## config.mk

```make
export PLATFORM = sky130hd
export DESIGN_NAME = persp_divide_seq_flat
export DESIGN_NICKNAME = d
export VERILOG_FILES = /design/src/rtl/persp_divide_seq_if.sv /design/src/rtl/persp_divide_seq.sv /design/src/flat_wrapper.sv
export SDC_FILE = /design/constraint.sdc
export NUM_CORES = 1
export LEC_CHECK = 0
export CORE_MARGIN = 2
export CORE_UTILIZATION = 48
export DETAILED_ROUTE_END_ITERATION = 7
export PLACE_DENSITY = 0.78
export SETUP_SLACK_MARGIN = 0.02
export SLEW_MARGIN = 20
export SYNTH_ARGS = -nofsm -noshare
export SYNTH_HDL_FRONTEND = slang
export SYNTH_SLANG_ARGS = --single-unit
```

## constraint.sdc

```tcl
create_clock -name clk -period 2.5 [get_ports clk]
set_input_delay 0.5 -clock clk [delete_from_list [all_inputs] [get_ports clk]]
set_output_delay 0.5 -clock clk [all_outputs]
set_load 0.01 [all_outputs]
```

## src/rtl/persp_divide_seq_if.sv

```systemverilog
// Port bundle for the perspective-divide stage: vertex input, shared-divider
// handshake and NDC result output. 'slave' is the stage, 'master' its surroundings.
interface persp_divide_seq_if #(
  parameter int WIDTH = 16,
  parameter int TAG_W = 4
);
  logic             in_valid;
  logic             in_ready;
  logic [WIDTH-1:0] in_x;
  logic [WIDTH-1:0] in_y;
  logic [WIDTH-1:0] in_z;
  logic [WIDTH-1:0] in_w;
  logic [TAG_W-1:0] in_tag;

  logic             div_start;
  logic [WIDTH-1:0] div_dividend;
  logic [WIDTH-1:0] div_divisor;
  logic             div_ready;
  logic             div_valid;
  logic [WIDTH-1:0] div_quotient;

  logic             out_valid;
  logic             out_ready;
  logic [WIDTH-1:0] out_x;
  logic [WIDTH-1:0] out_y;
  logic [WIDTH-1:0] out_z;
  logic             out_clip;
  logic [TAG_W-1:0] out_tag;

  modport slave (
    input  in_valid, in_x, in_y, in_z, in_w, in_tag,
    output in_ready,
    output div_start, div_dividend, div_divisor,
    input  div_ready, div_valid, div_quotient,
    output out_valid, out_x, out_y, out_z, out_clip, out_tag,
    input  out_ready
  );

  modport master (
    output in_valid, in_x, in_y, in_z, in_w, in_tag,
    input  in_ready,
    input  div_start, div_dividend, div_divisor,
    output div_ready, div_valid, div_quotient,
    input  out_valid, out_x, out_y, out_z, out_clip, out_tag,
    output out_ready
  );
endinterface

```

## src/rtl/persp_divide_seq.sv

```systemverilog
// Perspective divide: x/w, y/w, z/w computed one after another on a single
// shared sequential divider, result presented with clip flag and tag.
module persp_divide_seq #(
  parameter int WIDTH  = 16,
  parameter int Q_BITS = 12,
  parameter int TAG_W  = 4
) (
  input logic               clk,
  input logic               reset_n,
  persp_divide_seq_if.slave bus
);

  if (Q_BITS < 0 || Q_BITS >= WIDTH) begin : g_bad_q_bits
    $error("persp_divide_seq: Q_BITS must lie in [0, WIDTH-1]");
  end

  typedef enum logic [1:0] {
    IDLE   = 2'd0,
    ISSUE  = 2'd1,
    WAIT   = 2'd2,
    OUTPUT = 2'd3
  } state_t;

  state_t           state;
  logic [1:0]       idx;
  logic [WIDTH-1:0] y_q;
  logic [WIDTH-1:0] z_q;
  logic [WIDTH-1:0] res_x;
  logic [WIDTH-1:0] res_y;
  logic             clip_q;
  logic [TAG_W-1:0] tag_q;

  // NOTE: these are plain continuous decodes of registered state, so no latch
  // can form; the start pulse lands in the very cycle the divider reports idle.
  assign bus.in_ready  = (state == IDLE);
  assign bus.div_start = (state == ISSUE) && bus.div_ready;

  // NOTE: every register here uses non-blocking assignment so all updates in a
  // cycle see the same pre-edge values regardless of statement order.
  always_ff @(posedge clk or negedge reset_n) begin
    if (!reset_n) begin
      state            <= IDLE;
      idx              <= 2'd0;
      y_q              <= '0;
      z_q              <= '0;
      res_x            <= '0;
      res_y            <= '0;
      clip_q           <= 1'b0;
      tag_q            <= '0;
      bus.div_dividend <= '0;
      bus.div_divisor  <= '0;
      bus.out_valid    <= 1'b0;
      bus.out_x        <= '0;
      bus.out_y        <= '0;
      bus.out_z        <= '0;
      bus.out_clip     <= 1'b0;
      bus.out_tag      <= '0;
    end else begin
      unique case (state)
        IDLE: begin
          if (bus.in_valid) begin
            y_q              <= bus.in_y;
            z_q              <= bus.in_z;
            tag_q            <= bus.in_tag;
            clip_q           <= bus.in_w[WIDTH-1] | (bus.in_w == '0);
            idx              <= 2'd0;
            // Divider samples its operands live, so they are set up here and
            // held untouched until the matching quotient has been captured.
            bus.div_dividend <= bus.in_x;
            bus.div_divisor  <= bus.in_w;
            state            <= ISSUE;
          end
        end

        ISSUE: begin
          if (bus.div_ready) state <= WAIT;
        end

        WAIT: begin
          if (bus.div_valid) begin
            if (idx == 2'd2) begin
              bus.out_x     <= res_x;
              bus.out_y     <= res_y;
              bus.out_z     <= bus.div_quotient;
              bus.out_clip  <= clip_q;
              bus.out_tag   <= tag_q;
              bus.out_valid <= 1'b1;
              state         <= OUTPUT;
            end else begin
              if (idx == 2'd0) begin
                res_x            <= bus.div_quotient;
                bus.div_dividend <= y_q;
              end else begin
                res_y            <= bus.div_quotient;
                bus.div_dividend <= z_q;
              end
              idx   <= idx + 2'd1;
              state <= ISSUE;
            end
          end
        end

        OUTPUT: begin
          if (bus.out_ready) begin
            bus.out_valid <= 1'b0;
            state         <= IDLE;
          end
        end
      endcase
    end
  end

endmodule

```

## src/flat_wrapper.sv

```systemverilog
// flat-port wrapper written by rule: the top's interface ports become plain ports
module persp_divide_seq_flat 
#(
  parameter int WIDTH  = 16,
  parameter int Q_BITS = 12,
  parameter int TAG_W  = 4
)
  (clk, reset_n, bus_in_valid, bus_in_x, bus_in_y, bus_in_z, bus_in_w, bus_in_tag, bus_in_ready, bus_div_start, bus_div_dividend, bus_div_divisor, bus_div_ready, bus_div_valid, bus_div_quotient, bus_out_valid, bus_out_x, bus_out_y, bus_out_z, bus_out_clip, bus_out_tag, bus_out_ready);
  persp_divide_seq_if #(.WIDTH(WIDTH), .TAG_W(TAG_W)) bus_i ();
  input logic clk;
  input logic reset_n;
  input wire logic [$bits(bus_i.in_valid)-1:0] bus_in_valid;
  input wire logic [$bits(bus_i.in_x)-1:0] bus_in_x;
  input wire logic [$bits(bus_i.in_y)-1:0] bus_in_y;
  input wire logic [$bits(bus_i.in_z)-1:0] bus_in_z;
  input wire logic [$bits(bus_i.in_w)-1:0] bus_in_w;
  input wire logic [$bits(bus_i.in_tag)-1:0] bus_in_tag;
  output wire logic [$bits(bus_i.in_ready)-1:0] bus_in_ready;
  output wire logic [$bits(bus_i.div_start)-1:0] bus_div_start;
  output wire logic [$bits(bus_i.div_dividend)-1:0] bus_div_dividend;
  output wire logic [$bits(bus_i.div_divisor)-1:0] bus_div_divisor;
  input wire logic [$bits(bus_i.div_ready)-1:0] bus_div_ready;
  input wire logic [$bits(bus_i.div_valid)-1:0] bus_div_valid;
  input wire logic [$bits(bus_i.div_quotient)-1:0] bus_div_quotient;
  output wire logic [$bits(bus_i.out_valid)-1:0] bus_out_valid;
  output wire logic [$bits(bus_i.out_x)-1:0] bus_out_x;
  output wire logic [$bits(bus_i.out_y)-1:0] bus_out_y;
  output wire logic [$bits(bus_i.out_z)-1:0] bus_out_z;
  output wire logic [$bits(bus_i.out_clip)-1:0] bus_out_clip;
  output wire logic [$bits(bus_i.out_tag)-1:0] bus_out_tag;
  input wire logic [$bits(bus_i.out_ready)-1:0] bus_out_ready;
  assign bus_i.in_valid = bus_in_valid;
  assign bus_i.in_x = bus_in_x;
  assign bus_i.in_y = bus_in_y;
  assign bus_i.in_z = bus_in_z;
  assign bus_i.in_w = bus_in_w;
  assign bus_i.in_tag = bus_in_tag;
  assign bus_in_ready = bus_i.in_ready;
  assign bus_div_start = bus_i.div_start;
  assign bus_div_dividend = bus_i.div_dividend;
  assign bus_div_divisor = bus_i.div_divisor;
  assign bus_i.div_ready = bus_div_ready;
  assign bus_i.div_valid = bus_div_valid;
  assign bus_i.div_quotient = bus_div_quotient;
  assign bus_out_valid = bus_i.out_valid;
  assign bus_out_x = bus_i.out_x;
  assign bus_out_y = bus_i.out_y;
  assign bus_out_z = bus_i.out_z;
  assign bus_out_clip = bus_i.out_clip;
  assign bus_out_tag = bus_i.out_tag;
  assign bus_i.out_ready = bus_out_ready;
  persp_divide_seq #(.WIDTH(WIDTH), .Q_BITS(Q_BITS), .TAG_W(TAG_W)) u_core (.clk(clk), .reset_n(reset_n), .bus(bus_i));
endmodule
```

# Word level (Yosys, flattened, before mapping)
# Cells that the tools add are included.
# word_totals
regBits	159
input_bits	90
# classes
addsub	1
n_eq_ne	10
mux	19
bitwise_logic	3
n_reduce_logical	13
# ops
op	count
$mux 16	4
$pmux 16 s2	1
$reduce_and 4->1	5
$logic_not 16->1	1
$mux 2	8
$ne 2x2->1 const B	5
$pmux 2 s4	1
$eq 2x2->1 const B	3
$logic_not 2->1	2
$pmux 2 s2	1
$reduce_bool 2->1	2
$mux 1	3
$reduce_and 3->1	1
$add 2x1->2 const B	1
$eq 2x1->1 const B	1
$ne 2x1->1 const B	1
$not 1->1	2
$pmux 1 s2	1
$reduce_and 2->1	1
$logic_and 1x1->1	1
$or 1x1->1	1

# Depth between registers and ports, before layout
# Gate-level depths: netlist (run 1).
# logic_depth
ltp_word	5
mapped_depth	7
ltp_nobuf	5

# Worst setup path after synthesis (run 1)
# Ideal clock, no wire load.
# synth_timing
path_kind	register to register
startpoint	register u_core.idx[0]
endpoint	register u_core.bus.div_dividend[5]
setup_ns	0.125
arrival_time_ns	1.727
required_time_ns	2.375
setup_slack_ns	0.648
stages_incl_launch_ff	8
path_buffers	2
synth_period_minus_slack_ns	1.852
cell_sequence	dfrtp_1 inv_1 ha_1 buf_2 buf_6 mux2_2 mux2_2 mux2_2
# synth_via
elab_chain_len	5
elab_cells_between_ends	8
cone_classes	eq/ne (2); mux (4); reduce/logical (2)
# synth_rtl
element	line	source
start: declaration	persp_divide_seq.sv:25	logic [1:0] idx;
start signal: assignment	persp_divide_seq.sv:97	idx <= idx + 2'd1;
$logic_not 2->1	persp_divide_seq.sv:90	if (idx == 2'd0) begin
$mux 16	persp_divide_seq.sv:90	
$mux 16	persp_divide_seq.sv:81	if (idx == 2'd2) begin
$mux 16	persp_divide_seq.sv:80	if (bus.div_valid) begin
$pmux 16 s2	persp_divide_seq.sv:59	unique case (state)
end signal: assignment	persp_divide_seq.sv:69	bus.div_dividend <= bus.in_x;
end signal: assignment	persp_divide_seq.sv:92	bus.div_dividend <= y_q;
end signal: assignment	persp_divide_seq.sv:95	bus.div_dividend <= z_q;
end: declaration	persp_divide_seq_if.sv:33	output div_start, div_dividend, div_divisor,
# Parallel ways exist; a longest one is shown, timed or not. The select of a mux whose other input is x is not followed.
# A chain may end at the register's enable or synchronous reset.

# Final worst setup path (run 1)
# layout_timing
startpoint	register u_core.state[0]
endpoint	output bus_div_start
# layout_via
elab_chain_len	2
# layout_rtl
element	line	source
start: declaration	persp_divide_seq.sv:24	state_t state;
start signal: assignment	persp_divide_seq.sv:42	state <= IDLE;
start signal: assignment	persp_divide_seq.sv:71	state <= ISSUE;
start signal: assignment	persp_divide_seq.sv:76	if (bus.div_ready) state <= WAIT;
$eq 2x1->1	persp_divide_seq.sv:36	assign bus.div_start = (state == ISSUE) && bus.div_ready;
$logic_and 1x1->1	persp_divide_seq.sv:36	
end: declaration	flat_wrapper.sv:19	output wire logic [$bits(bus_i.div_start)-1:0] bus_div_start;
# Every way passes these cells.

==> results of run 1 <==
## per-layer routing
layer  global-route usage [%]  vias up  share of wire (%)
met5                        0        -                  0
met4                     7.78        0                2.1
met3                     6.75       23                7.3
met2                     31.8      128                 48
met1                     25.5     2054                 42
li1                         -     1801                  -
## power by group through the flow
| stage | logic (mW) | clock network (mW) | registers (mW) |
|---|---|---|---|
| floorplan | 2.10 | 0 | 4.45 |
| global placement | 3.86 | 0 | 4.30 |
| detailed placement | 4.01 | 0 | 4.38 |
| CTS | 4.03 | 2.72 | 4.35 |
| global route | 4.25 | 2.84 | 4.49 |
| finish | 3.96 | 2.67 | 4.34 |
## state kept, by name, indices dropped and copies added, names as in the netlist, 16 cells and up
signal,cells
u_core.z_q,16
u_core.bus.out_y,16
u_core.res_y,16
u_core.bus.div_divisor,16
u_core.bus.out_z,16
u_core.bus.div_dividend,16
u_core.y_q,16
u_core.bus.out_x,16
u_core.res_x,16
## per-stage QoR
step / area (um^2) / worst slack, ns / power, mW / hold slack, ns / cells
after floorplan: 6490 / 0.648 / 6.55 / 0.204 / 403
after global placement: 8500 / 0.292 / 8.17 / 0.462 / 745
after detailed placement: 8500 / 0.266 / 8.39 / 0.471 / 745
after CTS: 9120 / 0.150 / 11.1 / 0.108 / 774
after global routing: 9120 / 0.0435 / 11.6 / 0.133 / 774
final: 9120 / 0.168 / 11.0 / 0.0968 / 774
## layout by cell type (no fill, tap or decap), types with 2 or more instances in the layout
master	synthesis	final
nor2_1	3	3
mux2_2	160	160
ha_1	2	2
nor2b_1	4	2
clkbuf_16	0	17
buf_4	2	4
dfrtp_1	159	159
inv_1	3	3
clkinv_2	0	3
bufinv_16	0	3
buf_12	0	7
clkbuf_8	0	6
nand2_1	5	5
mux2_4	8	8
o21ai_0	5	5
nor4_1	3	3
clkdlybuf4s50_1	0	176
mux2_1	17	17
nor2b_2	0	2
## cell families after synthesis
| family | share of synthesized area [%] |
|---|---|
| and+or+nand+nor | 2.41 |
| DFF | 61.3 |
| AOI/OAI and AO/OA | 0.675 |
| adders and majority gates | 0.386 |
| muxes | 32.6 |
| buffers and inverters | 2.62 |
## path summary, 6_finish.rpt
| path | from | end | slack (ns) | depth (start not counted) |
|---|---|---|---|---|
| max | u_core.state[0] | bus_div_start | 0.17 | 3 |
| min | reset_n | u_core.res_x[3] | 0.1 | 1 |
| max reg2reg | u_core.idx[0] | u_core.bus.div_dividend[3] | 0.56 | 6 |
| min reg2reg | u_core.res_x[11] | u_core.bus.out_x[11] | 0.48 | 1 |
| max in group asynchronous | reset_n | u_core.y_q[10] | 1.73 | 2 |
| min in group clk | u_core.res_x[11] | u_core.bus.out_x[11] | 0.48 | 1 |
## area by class of cell
type / instances / area [um^2] / share of cell area (%)
Sequential cell: 159 / 3980 / 43.6
Multi-Input combinational cell: 219 / 2350 / 25.8
Timing Repair Buffer: 188 / 1940 / 21.3
Clock buffer: 23 / 508 / 5.57
Tap cell: 176 / 220 / 2.42
Clock inverter: 6 / 105 / 1.15
Inverter: 3 / 11.3 / 0.124
==> results.json, run 1 <==
{
  "die_h_um": 120,
  "drtIter0Drc": 156,
  "power_frac_comb_pct": 36.1,
  "cp-end-kind": "primary output",
  "setup_viol": 0,
  "synth_cell_types": 26,
  "fp-row-count": 42,
  "ys_ff_latch": 159,
  "cp-start-kind": "register",
  "maxCapViolations": 0,
  "period_share_pct": 93.3,
  "synth_most_common_cell": "mux2_2",
  "postCtsSetupRepairBufs": 0,
  "synth_edf_count": 0,
  "core_mm2": 0.0132,
  "min_path_type": "primary input to asynchronous set/reset pin",
  "area_delta_synth_final_pct": 40.5,
  "fin_skew_ns": 0.00550,
  "arrival_ns": 1.83,
  "clkLatencyLatePin_ns": 0.41,
  "worst_pin_slew_ns": 0.635,
  "powerDensity_mw_per_mm2": 1200,
  "seqPwrFrac_pct": 39.6,
  "vias": 4006,
  "synthArstFlopShare_pct": 100,
  "grt_pass1_vias": 4309,
  "nets": 680,
  "avgSynthCellArea_um2": 16.1,
  "overflow": 0,
  "routed_via_density": 5.18,
  "start_util_pct": 49.0,
  "crit_type": "register to primary output",
  "status": "completed",
  "hold_viol": 0,
  "drc": 0,
  "ys_top_cells_by_count": "mux2_2, dfrtp_1, mux2_1, buf_2, mux2_4",
  "crit_chain": "nand2_1, nor2_1, clkdlybuf4s50_1",
  "ys_seq_area_share_pct": 61.3,
  "numPortBuffers": 177,
  "power.leakage_nw": 4.00,
  "cp_max_fo": 11,
  "die_area_mm2": 0.0145,
  "synth_ff_type": "dfrtp_1",
  "cts_htree_levels": 4,
  "utilization_pct": 68.8,
  "post_drt_wl_per_cell_um": 17.6,
  "ctsResizeCount": 0,
  "crit_path_top_delay_cell": "dfrtp_1",
  "grt_max_degree": 69,
  "slowest_delay_ns": 0.58,
  "p_sw_share_pct": 27.3,
  "grt_pass1_wl_um": 22300,
  "period_needed_ns": 2.33,
  "netlist_area_mm2": 0.00649,
  "drv_slew": 0,
  "drive_above_1_share_pct": 36.0,
  "diodes": 0,
  "synth_cells": 403,
  "dr.pass1.iters": 4,
  "synth_area_leaders": "dfrtp_1, mux2_2, mux2_1",
  "clock_sinks": 159,
  "clkSlewWorstSetupHoldPaths_ns": 0.06,
  "dp_hpwl_um": 9600,
  "io-pin-count": 178,
  "die_w_um": 120,
  "grt_use_total_pct": 20.0,
  "critPathBufInv": 1,
  "antenna_found_initial": 0,
  "hold_buffers": 0,
  "fillCellCount": 920,
  "cts_tree": "done",
  "synth_area_leader_cell": "dfrtp_1",
  "max_freq_mhz": 429,
  "critPathRequiredTime_ns": 2.00,
  "internal_power_mw": 7.97,
  "routabilityCongestion": 0.869,
  "synth_warnings": 0,
  "synthesis.nets": 495,
  "path_delay_family": "flip-flops",
  "switchingPower_mw": 2.99,
  "cts-buffers-inserted": 17,
  "cts_buffer_depth": 2,
  "slew_headroom_pct": 57.7,
  "rsz0062_at_grt": "no",
  "clkPwrFrac_pct": 24.3,
  "drt-total-wl_um": 13600,
  "fin_setup_tns_ns": 0,
  "yosys.area.top_type_share_pct": 61.3,
  "peakVddDrop_mv": 0.798,
  "cts_root_buf": "clkbuf_16",
  "final_antenna_net_count": 0
}
No activity file was read; power rests on OpenSTA's default activity.
==> inputs of run 2 (changes only) <==
--- a/config.mk
+++ b/config.mk
@@ -8,7 +8,9 @@
 export CORE_MARGIN = 2
 export CORE_UTILIZATION = 48
 export DETAILED_ROUTE_END_ITERATION = 7
+export MAX_ROUTING_LAYER = met4
 export PLACE_DENSITY = 0.78
+export REMOVE_ABC_BUFFERS = 1
 export SETUP_SLACK_MARGIN = 0.02
 export SLEW_MARGIN = 20
 export SYNTH_ARGS = -nofsm -noshare
==> constraint.sdc (replaced) <==
create_clock -name clk -period 2.5 [get_ports clk]
set_input_delay 0.5 -clock clk [delete_from_list [all_inputs] [get_ports clk]]
set_output_delay 0.5 -clock clk [all_outputs]
set_load 0.05 [all_outputs]
==> run 2 against run 1 <==
Global-route usage increased by 0.18 points. Design area increased by 0.27%. Critical path type unchanged. Largest power group is now combinational logic. Sequential power about the same. Largest cell class unchanged. Setup slack got worse by 0.056 ns. Sequential share of layout area decreased by 0.12 points.
==> results.json, run 2 (synthesized netlist as in run 1, its figures left out) <==
{
  "status": "completed",
  "cp_max_fo": 11,
  "max_freq_mhz": 419,
  "r2r_cells": 6,
  "cp-start-kind": "register",
  "top_layer_used": "met4",
  "dr.pass1.iters": 4,
  "hold_slack_ns": 0.0813,
  "fin_skew_ns": 0.00546,
  "die_h_um": 120,
  "slew_headroom_pct": 58.1,
  "utilization_pct": 69.0,
  "io-pin-count": 178,
  "final_cell_mix": "clkdlybuf4s50_1, mux2_2, dfrtp_1, mux2_1, clkbuf_16",
  "ctsResizeCount": 0,
  "dp_hpwl_um": 9390,
  "worst_pin_slew_ns": 0.629,
  "antenna_found_initial": 0,
  "setup_viol": 0,
  "routabilityCongestion": 0.762,
  "drc": 0,
  "grt_pass1_vias": 4302,
  "slowest_delay_ns": 0.81,
  "met1_length_um": 5920,
  "crit_chain": "nor2_1, clkdlybuf4s50_1",
  "arrival_ns": 1.89,
  "hold_buffers": 0,
  "die_area_mm2": 0.0145,
  "routed-wl-met3_um": 966,
  "routed_via_density": 5.03,
  "diodes": 0,
  "drtIter0Drc": 162,
  "crit_path_top_delay_cell": "clkdlybuf4s50_1",
  "critPathRequiredTime_ns": 2.00,
  "fillCellCount": 960,
  "worstReg2RegStart": "u_core.idx[0]",
  "maxCapViolations": 0,
  "powerDensity_mw_per_mm2": 1410,
  "postCtsSetupRepairBufs": 0,
  "dr_wl_met2_um": 6290,
  "final_antenna_net_count": 0,
  "nets": 679,
  "clock_sinks": 159,
  "grt_max_degree": 71,
  "fp-row-count": 42,
  "core_mm2": 0.0132,
  "drt-total-wl_um": 13400,
  "crit_type": "register to primary output",
  "vias": 3900,
  "drv_slew": 0,
  "multiInputGateArea_mm2": 0.00235,
  "hold_viol": 0,
  "cts_htree_levels": 4,
  "period_share_pct": 95.5,
  "area_delta_synth_final_pct": 40.9,
  "cts_root_buf": "clkbuf_16",
  "reg2reg_slack_ns": 0.62,
  "drive_above_1_share_pct": 35.8,
  "final_common_cell": "clkdlybuf4s50_1",
  "totalPowerFinal_mw": 12.9,
  "rsz0062_at_grt": "no",
  "start_util_pct": 49.0,
  "cts-buffers-inserted": 17,
  "clkSlewWorstSetupHoldPaths_ns": 0.06,
  "grt_pass1_wl_um": 21900,
  "die_w_um": 120,
  "r2r-end": "u_core.bus.div_dividend[7]",
  "cts_buffer_depth": 2,
  "period_needed_ns": 2.39,
  "overflow": 0,
  "cp-end-kind": "primary output",
  "numPortBuffers": 177,
  "peakVddDrop_mv": 0.816,
  "stdcell_count": 776,
  "place_inst": 744,
  "power.leakage_nw": 4.00,
  "cts_tree": "done",
  "min_path_type": "primary input to asynchronous set/reset pin",
  "post_drt_wl_per_cell_um": 17.2,
  "clkLatencyLatePin_ns": 0.42,
  "grt_use_total_pct": 20.2,
  "regArea_mm2": 0.00398
}
## run 2: changes by cell type in the layout (fill, tap and decap cells not counted)
cell	change
bufinv_16	+2
clkbuf_1	+3
clkbuf_8	-4
clkdlybuf4s50_1	-1
clkinv_2	-1
clkinv_4	+1
clkinvlp_4	+2
## run 2: critical path, delay by kind of cell, from the launching register on
| family | cells | cell delay [ns] |
|---|---|---|
| simple gates | 1 | 0.14 |
| buf+inv | 1 | 0.81 |
| flops | 1 | 0.51 |
## run 2: stage by stage
stage / cell area [um^2] / setup WS, ns / setup TNS [ns]
floorplan: 6330 / -1.32 / -61.16
global placement: 8490 / 0.334 / 0
detailed placement: 8490 / 0.309 / 0
CTS: 9140 / 0.0971 / 0
global route: 9140 / 0.0317 / 0
finish: 9140 / 0.112 / 0
## run 2: worst max path at each step
stage / startpoint / end / slack (ns)
finish: u_core.state[0] / bus_in_ready / 0.11
global route: u_core.state[0] / bus_in_ready / 0.03
CTS: u_core.state[0] / bus_in_ready / 0.1
detailed placement: bus_div_valid / u_core.res_y[1] / 0.31
global placement: bus_div_valid / u_core.res_y[15] / 0.33
floorplan: u_core.state[1] / u_core.bus.div_dividend[0] / -1.32
## run 2: power breakdown
part           leakage (nW)  switching, mW  total [mW]  internal, mW
combinational          1.70           3.14        5.69          2.56
sequential             1.99          0.616        4.34          3.72
clock                 0.310          0.997        2.82          1.82
total                  4.00           4.75        12.9          8.10
## run 2: layer usage
layer	global-route usage [%]	vias up
li1	-	1805
met1	25.7	1948
met2	30.5	131
met3	7.12	16
met4	6.69	0
met5	-	-
## run 2: cell type report
type,count,area share (%)
Sequential cell,159,43.5
Inverter,3,0.123
Tap cell,176,2.41
Clock buffer,22,5.08
Clock inverter,10,2.01
Timing Repair Buffer,187,21.1
Multi-Input combinational cell,219,25.7
